### src/rtl/pc_unit_if.sv
// Bundle of control inputs and PC/status outputs for the program-counter stage.
// Optional counters taken_cnt/jump_cnt exist only when PC_BRANCH_STATS_EN is defined.
interface pc_unit_if;
    logic        pcsrc;
    logic        jump;
    logic        jr;
    logic [15:0] imm;
    logic [25:0] jidx;
    logic [31:0] rs_val;
    logic        stall;
    logic [31:0] pc;
    logic [31:0] pc_plus4;
    logic        fetch_valid;
    logic        fault;
    logic [31:0] fault_pc;
    logic [31:0] retired;
`ifdef PC_BRANCH_STATS_EN
    logic [15:0] taken_cnt;
    logic [15:0] jump_cnt;

    modport master (
        output pcsrc, jump, jr, imm, jidx, rs_val, stall,
        input  pc, pc_plus4, fetch_valid, fault, fault_pc, retired,
        input  taken_cnt, jump_cnt
    );

    modport slave (
        input  pcsrc, jump, jr, imm, jidx, rs_val, stall,
        output pc, pc_plus4, fetch_valid, fault, fault_pc, retired,
        output taken_cnt, jump_cnt
    );
`else
    modport master (
        output pcsrc, jump, jr, imm, jidx, rs_val, stall,
        input  pc, pc_plus4, fetch_valid, fault, fault_pc, retired
    );

    modport slave (
        input  pcsrc, jump, jr, imm, jidx, rs_val, stall,
        output pc, pc_plus4, fetch_valid, fault, fault_pc, retired
    );
`endif
endinterface

### src/rtl/pc_unit.sv
// Program-counter stage: next-PC selection, post-reset hold, stall, misaligned-jr fault capture.
// Optional branch/jump statistics are compiled in with PC_BRANCH_STATS_EN.
module pc_unit #(
    parameter logic [31:0] RESET_PC          = 32'h0000_0000,
    parameter int unsigned RESET_HOLD_CYCLES = 2
) (
    input  logic       clk,
    input  logic       reset,
    pc_unit_if.slave   bus
);

    typedef enum logic [1:0] {
        ST_HOLD  = 2'd0,
        ST_RUN   = 2'd1,
        ST_FAULT = 2'd2
    } state_t;

    localparam logic [3:0] HOLD_N      = 4'(RESET_HOLD_CYCLES);
    localparam state_t     RESET_STATE = (RESET_HOLD_CYCLES == 0) ? ST_RUN : ST_HOLD;

    state_t      state,    state_n;
    logic [31:0] pc_q,     pc_n;
    logic [31:0] fpc_q,    fpc_n;
    logic [31:0] ret_q,    ret_n;
    logic [3:0]  hold_cnt, hold_n;

    logic [31:0] pc_plus4;
    logic [31:0] btarget;
    logic [31:0] jtarget;
    logic [31:0] target;
    logic        sel_taken;
    logic        sel_jump;
    logic        misaligned;
    logic        update;

    assign pc_plus4 = pc_q + 32'd4;
    assign btarget  = pc_plus4 + {{14{bus.imm[15]}}, bus.imm, 2'b00};
    assign jtarget  = {pc_plus4[31:28], bus.jidx, 2'b00};

    // Fixed priority jr > jump > pcsrc > sequential; only the jr path can be misaligned.
    always_comb begin
        target    = pc_plus4;
        sel_taken = 1'b0;
        sel_jump  = 1'b0;
        if (bus.jr) begin
            target   = bus.rs_val;
            sel_jump = 1'b1;
        end else if (bus.jump) begin
            target   = jtarget;
            sel_jump = 1'b1;
        end else if (bus.pcsrc) begin
            target    = btarget;
            sel_taken = 1'b1;
        end
        misaligned = (target[1:0] != 2'b00);
    end

    always_comb begin
        state_n = state;
        pc_n    = pc_q;
        fpc_n   = fpc_q;
        ret_n   = ret_q;
        hold_n  = hold_cnt;
        update  = 1'b0;
        case (state)
            ST_HOLD: begin
                if (hold_cnt + 4'd1 >= HOLD_N) begin
                    state_n = ST_RUN;
                    hold_n  = 4'd0;
                end else begin
                    hold_n  = hold_cnt + 4'd1;
                end
            end
            ST_RUN: begin
                if (!bus.stall) begin
                    if (misaligned) begin
                        state_n = ST_FAULT;
                        fpc_n   = bus.rs_val;
                    end else begin
                        pc_n   = target;
                        ret_n  = ret_q + 32'd1;
                        update = 1'b1;
                    end
                end
            end
            ST_FAULT: begin
                state_n = ST_FAULT;
            end
            default: begin
                state_n = RESET_STATE;
            end
        endcase
    end

    always_ff @(posedge clk) begin
        if (reset) begin
            state    <= RESET_STATE;
            pc_q     <= RESET_PC;
            fpc_q    <= 32'd0;
            ret_q    <= 32'd0;
            hold_cnt <= 4'd0;
        end else begin
            state    <= state_n;
            pc_q     <= pc_n;
            fpc_q    <= fpc_n;
            ret_q    <= ret_n;
            hold_cnt <= hold_n;
        end
    end

    assign bus.pc          = pc_q;
    assign bus.pc_plus4    = pc_plus4;
    assign bus.fetch_valid = (state == ST_RUN);
    assign bus.fault       = (state == ST_FAULT);
    assign bus.fault_pc    = fpc_q;
    assign bus.retired     = ret_q;

`ifdef PC_BRANCH_STATS_EN
    logic [15:0] taken_q, taken_n;
    logic [15:0] jcnt_q,  jcnt_n;

    // Counters only move on a committed update and stick at all-ones.
    always_comb begin
        taken_n = taken_q;
        jcnt_n  = jcnt_q;
        if (update && sel_taken && (taken_q != 16'hFFFF))
            taken_n = taken_q + 16'd1;
        if (update && sel_jump && (jcnt_q != 16'hFFFF))
            jcnt_n = jcnt_q + 16'd1;
    end

    always_ff @(posedge clk) begin
        if (reset) begin
            taken_q <= 16'd0;
            jcnt_q  <= 16'd0;
        end else begin
            taken_q <= taken_n;
            jcnt_q  <= jcnt_n;
        end
    end

    assign bus.taken_cnt = taken_q;
    assign bus.jump_cnt  = jcnt_q;
`else
    logic unused_sel;
    assign unused_sel = update & sel_taken & sel_jump;
`endif

endmodule
### src/flat_wrapper.sv
// flat-port wrapper written by rule: the top's interface ports become plain ports
module pc_unit_flat 
#(
    parameter logic [31:0] RESET_PC          = 32'h0000_0000,
    parameter int unsigned RESET_HOLD_CYCLES = 2
)
  (clk, reset, bus_pcsrc, bus_jump, bus_jr, bus_imm, bus_jidx, bus_rs_val, bus_stall, bus_pc, bus_pc_plus4, bus_fetch_valid, bus_fault, bus_fault_pc, bus_retired);
  pc_unit_if bus_i ();
  input  logic clk;
  input  logic reset;
  input wire logic [$bits(bus_i.pcsrc)-1:0] bus_pcsrc;
  input wire logic [$bits(bus_i.jump)-1:0] bus_jump;
  input wire logic [$bits(bus_i.jr)-1:0] bus_jr;
  input wire logic [$bits(bus_i.imm)-1:0] bus_imm;
  input wire logic [$bits(bus_i.jidx)-1:0] bus_jidx;
  input wire logic [$bits(bus_i.rs_val)-1:0] bus_rs_val;
  input wire logic [$bits(bus_i.stall)-1:0] bus_stall;
  output wire logic [$bits(bus_i.pc)-1:0] bus_pc;
  output wire logic [$bits(bus_i.pc_plus4)-1:0] bus_pc_plus4;
  output wire logic [$bits(bus_i.fetch_valid)-1:0] bus_fetch_valid;
  output wire logic [$bits(bus_i.fault)-1:0] bus_fault;
  output wire logic [$bits(bus_i.fault_pc)-1:0] bus_fault_pc;
  output wire logic [$bits(bus_i.retired)-1:0] bus_retired;
  assign bus_i.pcsrc = bus_pcsrc;
  assign bus_i.jump = bus_jump;
  assign bus_i.jr = bus_jr;
  assign bus_i.imm = bus_imm;
  assign bus_i.jidx = bus_jidx;
  assign bus_i.rs_val = bus_rs_val;
  assign bus_i.stall = bus_stall;
  assign bus_pc = bus_i.pc;
  assign bus_pc_plus4 = bus_i.pc_plus4;
  assign bus_fetch_valid = bus_i.fetch_valid;
  assign bus_fault = bus_i.fault;
  assign bus_fault_pc = bus_i.fault_pc;
  assign bus_retired = bus_i.retired;
  pc_unit #(.RESET_PC(RESET_PC), .RESET_HOLD_CYCLES(RESET_HOLD_CYCLES)) u_core (.clk(clk), .reset(reset), .bus(bus_i));
endmodule
### config.mk
export PLATFORM = sky130hd
export DESIGN_NAME = pc_unit_flat
export DESIGN_NICKNAME = d
export VERILOG_FILES = /design/src/rtl/pc_unit_if.sv /design/src/rtl/pc_unit.sv /design/src/flat_wrapper.sv
export SDC_FILE = /design/constraint.sdc
export NUM_CORES = 1
export LEC_CHECK = 0
export CAP_MARGIN = 20
export CORE_MARGIN = 2
export CORE_UTILIZATION = 45
export CTS_BUF_LIST = sky130_fd_sc_hd__clkbuf_8 sky130_fd_sc_hd__clkbuf_16
export DETAILED_ROUTE_END_ITERATION = 10
export GPL_TIMING_DRIVEN = 0
export PLACE_DENSITY = 0.77
export REMOVE_ABC_BUFFERS = 1
export SYNTH_ARGS = -nofsm -noshare
export SYNTH_HDL_FRONTEND = slang
export SYNTH_SLANG_ARGS = --single-unit
export TNS_END_PERCENT = 50
### constraint.sdc
create_clock -name clk -period 6.5 [get_ports clk]
set_clock_uncertainty 0.1 [all_clocks]
set_input_delay 1.625 -clock clk [delete_from_list [all_inputs] [get_ports clk]]
set_output_delay 1.625 -clock clk [all_outputs]
set_load 0.005 [all_outputs]
==> impl_results.md <==
* Status: complete, no violations
* Worst Path Required at 4.78 ns
* Die H at approximately 130 um
* Post-DP Area at between 9000 and 10000 um2
* Syn. warnings at 0
* Setup CP Type: reg2out
* Largest net degree at the start of global routing at 53
* Post-synth top area share at 0.2917
* VDD IR max at 0.1764 mV
* Clk sinks at 102
* CTS tree: done
* Clk buf depth at 2
* Min Tclk post-route at approximately 5.0 ns
* Leak pwr at between 3 and 4 nW
* First-pass GRT wire length at ~36000 um
* Non-Filler Instances at roughly 1300
* Critical-path top delay cell: nor4_1
* Top_reg_cell synth: dfxtp_1
* Root buffer cell: clkbuf_16
* DR iter-0 viols at between 400 and 500
* Most common cell in the netlist: nand2_1
* Vias in the first global route at ~7000
* Post-synth top area cell: dfxtp_1
* Clock Latency Late Sink at ~0.35 ns
* RSZ-0062 raised after global routing: no
* Synth async-reset ratio at 0
* Placer Congestion at 0.8892
* Worst hold path class: reg2reg
* Tot Pwr at just under 0.002 W
* Final hold vios at 0
* Fmax at 201.3 MHz
* DR vias at 7371
* Post-layout nets at 1212
* Tot GR Track Use at 0.2736
* Crit path arrival time at ~3.2 ns
* Sequential share of the synthesized area at 0.2917
* Crit path largest cell delay at between 0.7 and 0.8 ns
* Fin. max-slew vios at 0
* Buffers added on ports at between 200 and 250
* Die width at about 130 um
* Family with the most delay on the worst path: simple AND/OR/NAND/NOR gates
* DPL Wire Length at around 17000 um
* Max Cap Viol at 0
* Levels on crit path at 6
* Site Rows at 45
* Tcrit/Tclk final at 0.7644
* Starting Density at 0.4604
* Min Hold Slack at approximately 0.35 ns
* Slew @ Worst Pin at about 0.86 ns
* Die area at 16570 um2
* TritonRoute pass-1 iters at 7
* CP Cell Sequence: and3_1 -> nand4_1 -> nor4_1 -> nand3_1 -> xnor2_1 -> clkdlybuf4s50_1
* Final WL at 22930 um
* ANT cells at 0
* Pwr Density at roughly 210 nW/um2
* Hold path cells at 2
* Number of synthesized flops with an enable pin at 0
* Area grow syn2layout at 37.09%
* Buf/Inv on CP at 1
* Post_cts resized at 0
* IO Pins at 210
* Mean post-synth cell area at between 7 and 8 um2
* Initial antenna violation count at 0
* Placeable Area at ~15000 um2
* Postcts setup bufs at 0
* Post-CTS Hold Fix Bufs at 0
* R2R cell count at 13
* #FFs+latches synth at slightly above 100
* Residual DRC at 0
* Syn Inst Count at about 910
* Share of layout cells above drive strength 1 at 0.04033
* Routed vias/inst at slightly below 6
* Top cells by area, synth: dfxtp_1 29%, ha_1 7.9%, nand2_1 7.4%, a21oi_1 6.4%, nor2_1 5.1%
* Worst rel slew slack at 0.4235
* Commonest cells in the synthesized netlist: 138 x nand2_1, 102 x dfxtp_1, 96 x nor2_1
* Clock slew at reported path FFs at ~0.070 ns
* Wire per inst at 17.92 um
* Final setup viols at 0
* Design area at 9595 um2
* Nature of the critical path endpoint: output pin
* Inserted Clock Buffers at 9
* Synthesized cell area at 6999 um2
* Yosys cell types at 75
* GRT overflow at 0
* Placed Cells at approximately 1300
* H-tree depth at 3
* Antenna viol nets, final at 0
* Worst-path maximum fanout at 6
* Startpoint Class: register
* Final Util at 0.6312
## layout make-up
cell class | instances | area [um2]
Sequential cell | 102 | 2042
Timing Repair Buffer | 217 | 2272
Inverter | 18 | 67.56
Tap cell | 188 | 235.2
Clock buffer | 9 | 225.2
Fill cell | 1330 | 5607
Clock inverter | 6 | 86.33
Multi-Input combinational cell | 739 | 4667
## state kept, by name, indices dropped and copies added (netlist names)
signal	count
u_core.bus.fault_pc	32
u_core.bus.pc	32
u_core.bus.retired	32
u_core.hold_cnt	4
u_core.state	2
## report_power, final
part / internal (W) / switching [W]
Sequential: 0.000664 / 0.0000492
Combinational: 0.000330 / 0.000348
Clock: 0.000335 / 0.000242
Total: 0.00133 / 0.000639
## placed cells by master (no fill, tap or decap), types with 3 or more instances in the layout
master and instances:
and3_1 14, o21ai_1 4, a31oi_1 5, clkbuf_16 9, nand2_1 138, mux2i_1 9
nand3b_1 4, and2_1 9, clkdlybuf4s50_1 207, dfxtp_1 102, a211oi_1 24, nor2_1 96
ha_1 44, o21a_1 6, a21oi_1 89, nor3_1 16, nor4_1 3, nand4_1 19
a21o_1 18, xnor2_1 32, nor2b_1 5, inv_1 18, xor2_1 38, buf_16 5
or3_1 11, o22ai_1 7, nand2b_1 7, o211ai_1 11, and4_1 7, o31ai_1 4
a311oi_1 4, o21ai_0 31, o21bai_1 5, nand3_1 28
## metal layers
metal  GRT usage  share of wire  vias to the layer above
li1            -              -                     3595
met1      0.3356           0.42                     3412
met2      0.4669           0.47                      322
met3     0.08857          0.090                       42
met4     0.06586          0.022                        0
met5           0              0                        -
## worst paths after layout
check,to,start,slack (ns)
setup reg to reg,u_core.bus.pc[27]$_SDFFE_PP0P_,u_core.bus.pc[16]$_SDFFE_PP0P_,2.01
setup / recovery,bus_pc_plus4[26],u_core.bus.pc[16]$_SDFFE_PP0P_,1.53
hold reg to reg,u_core.bus.fault_pc[27]$_SDFFE_PP0P_,u_core.bus.fault_pc[27]$_SDFFE_PP0P_,0.35
hold / removal,u_core.bus.fault_pc[27]$_SDFFE_PP0P_,u_core.bus.fault_pc[27]$_SDFFE_PP0P_,0.35
## metrics by stage
stage	TNS, ns	setup WS, ns
final	0	1.532
after global routing	0	1.350
after CTS	0	1.218
after detailed placement	0	0.8475
after global placement	-0.1387	-0.06913
after floorplan	0	2.388
## worst min-delay path, stage by stage, from the launching register on
cell and delay, ns:
dfxtp_1 0.31, nand2_1 0.05, a21oi_1 0.05
## cells by family after synthesis
family	Yosys count	synth area share
AOI/OAI and AO/OA	244	0.2317
xor gates and xnor gates	71	0.08992
adders and majority gates	45	0.08152
buffers and inverters	66	0.04147
DFF	102	0.2917
muxes	11	0.01609
and+or+nand+nor	368	0.2476
Note: power is estimated with default switching activity, not from simulation.
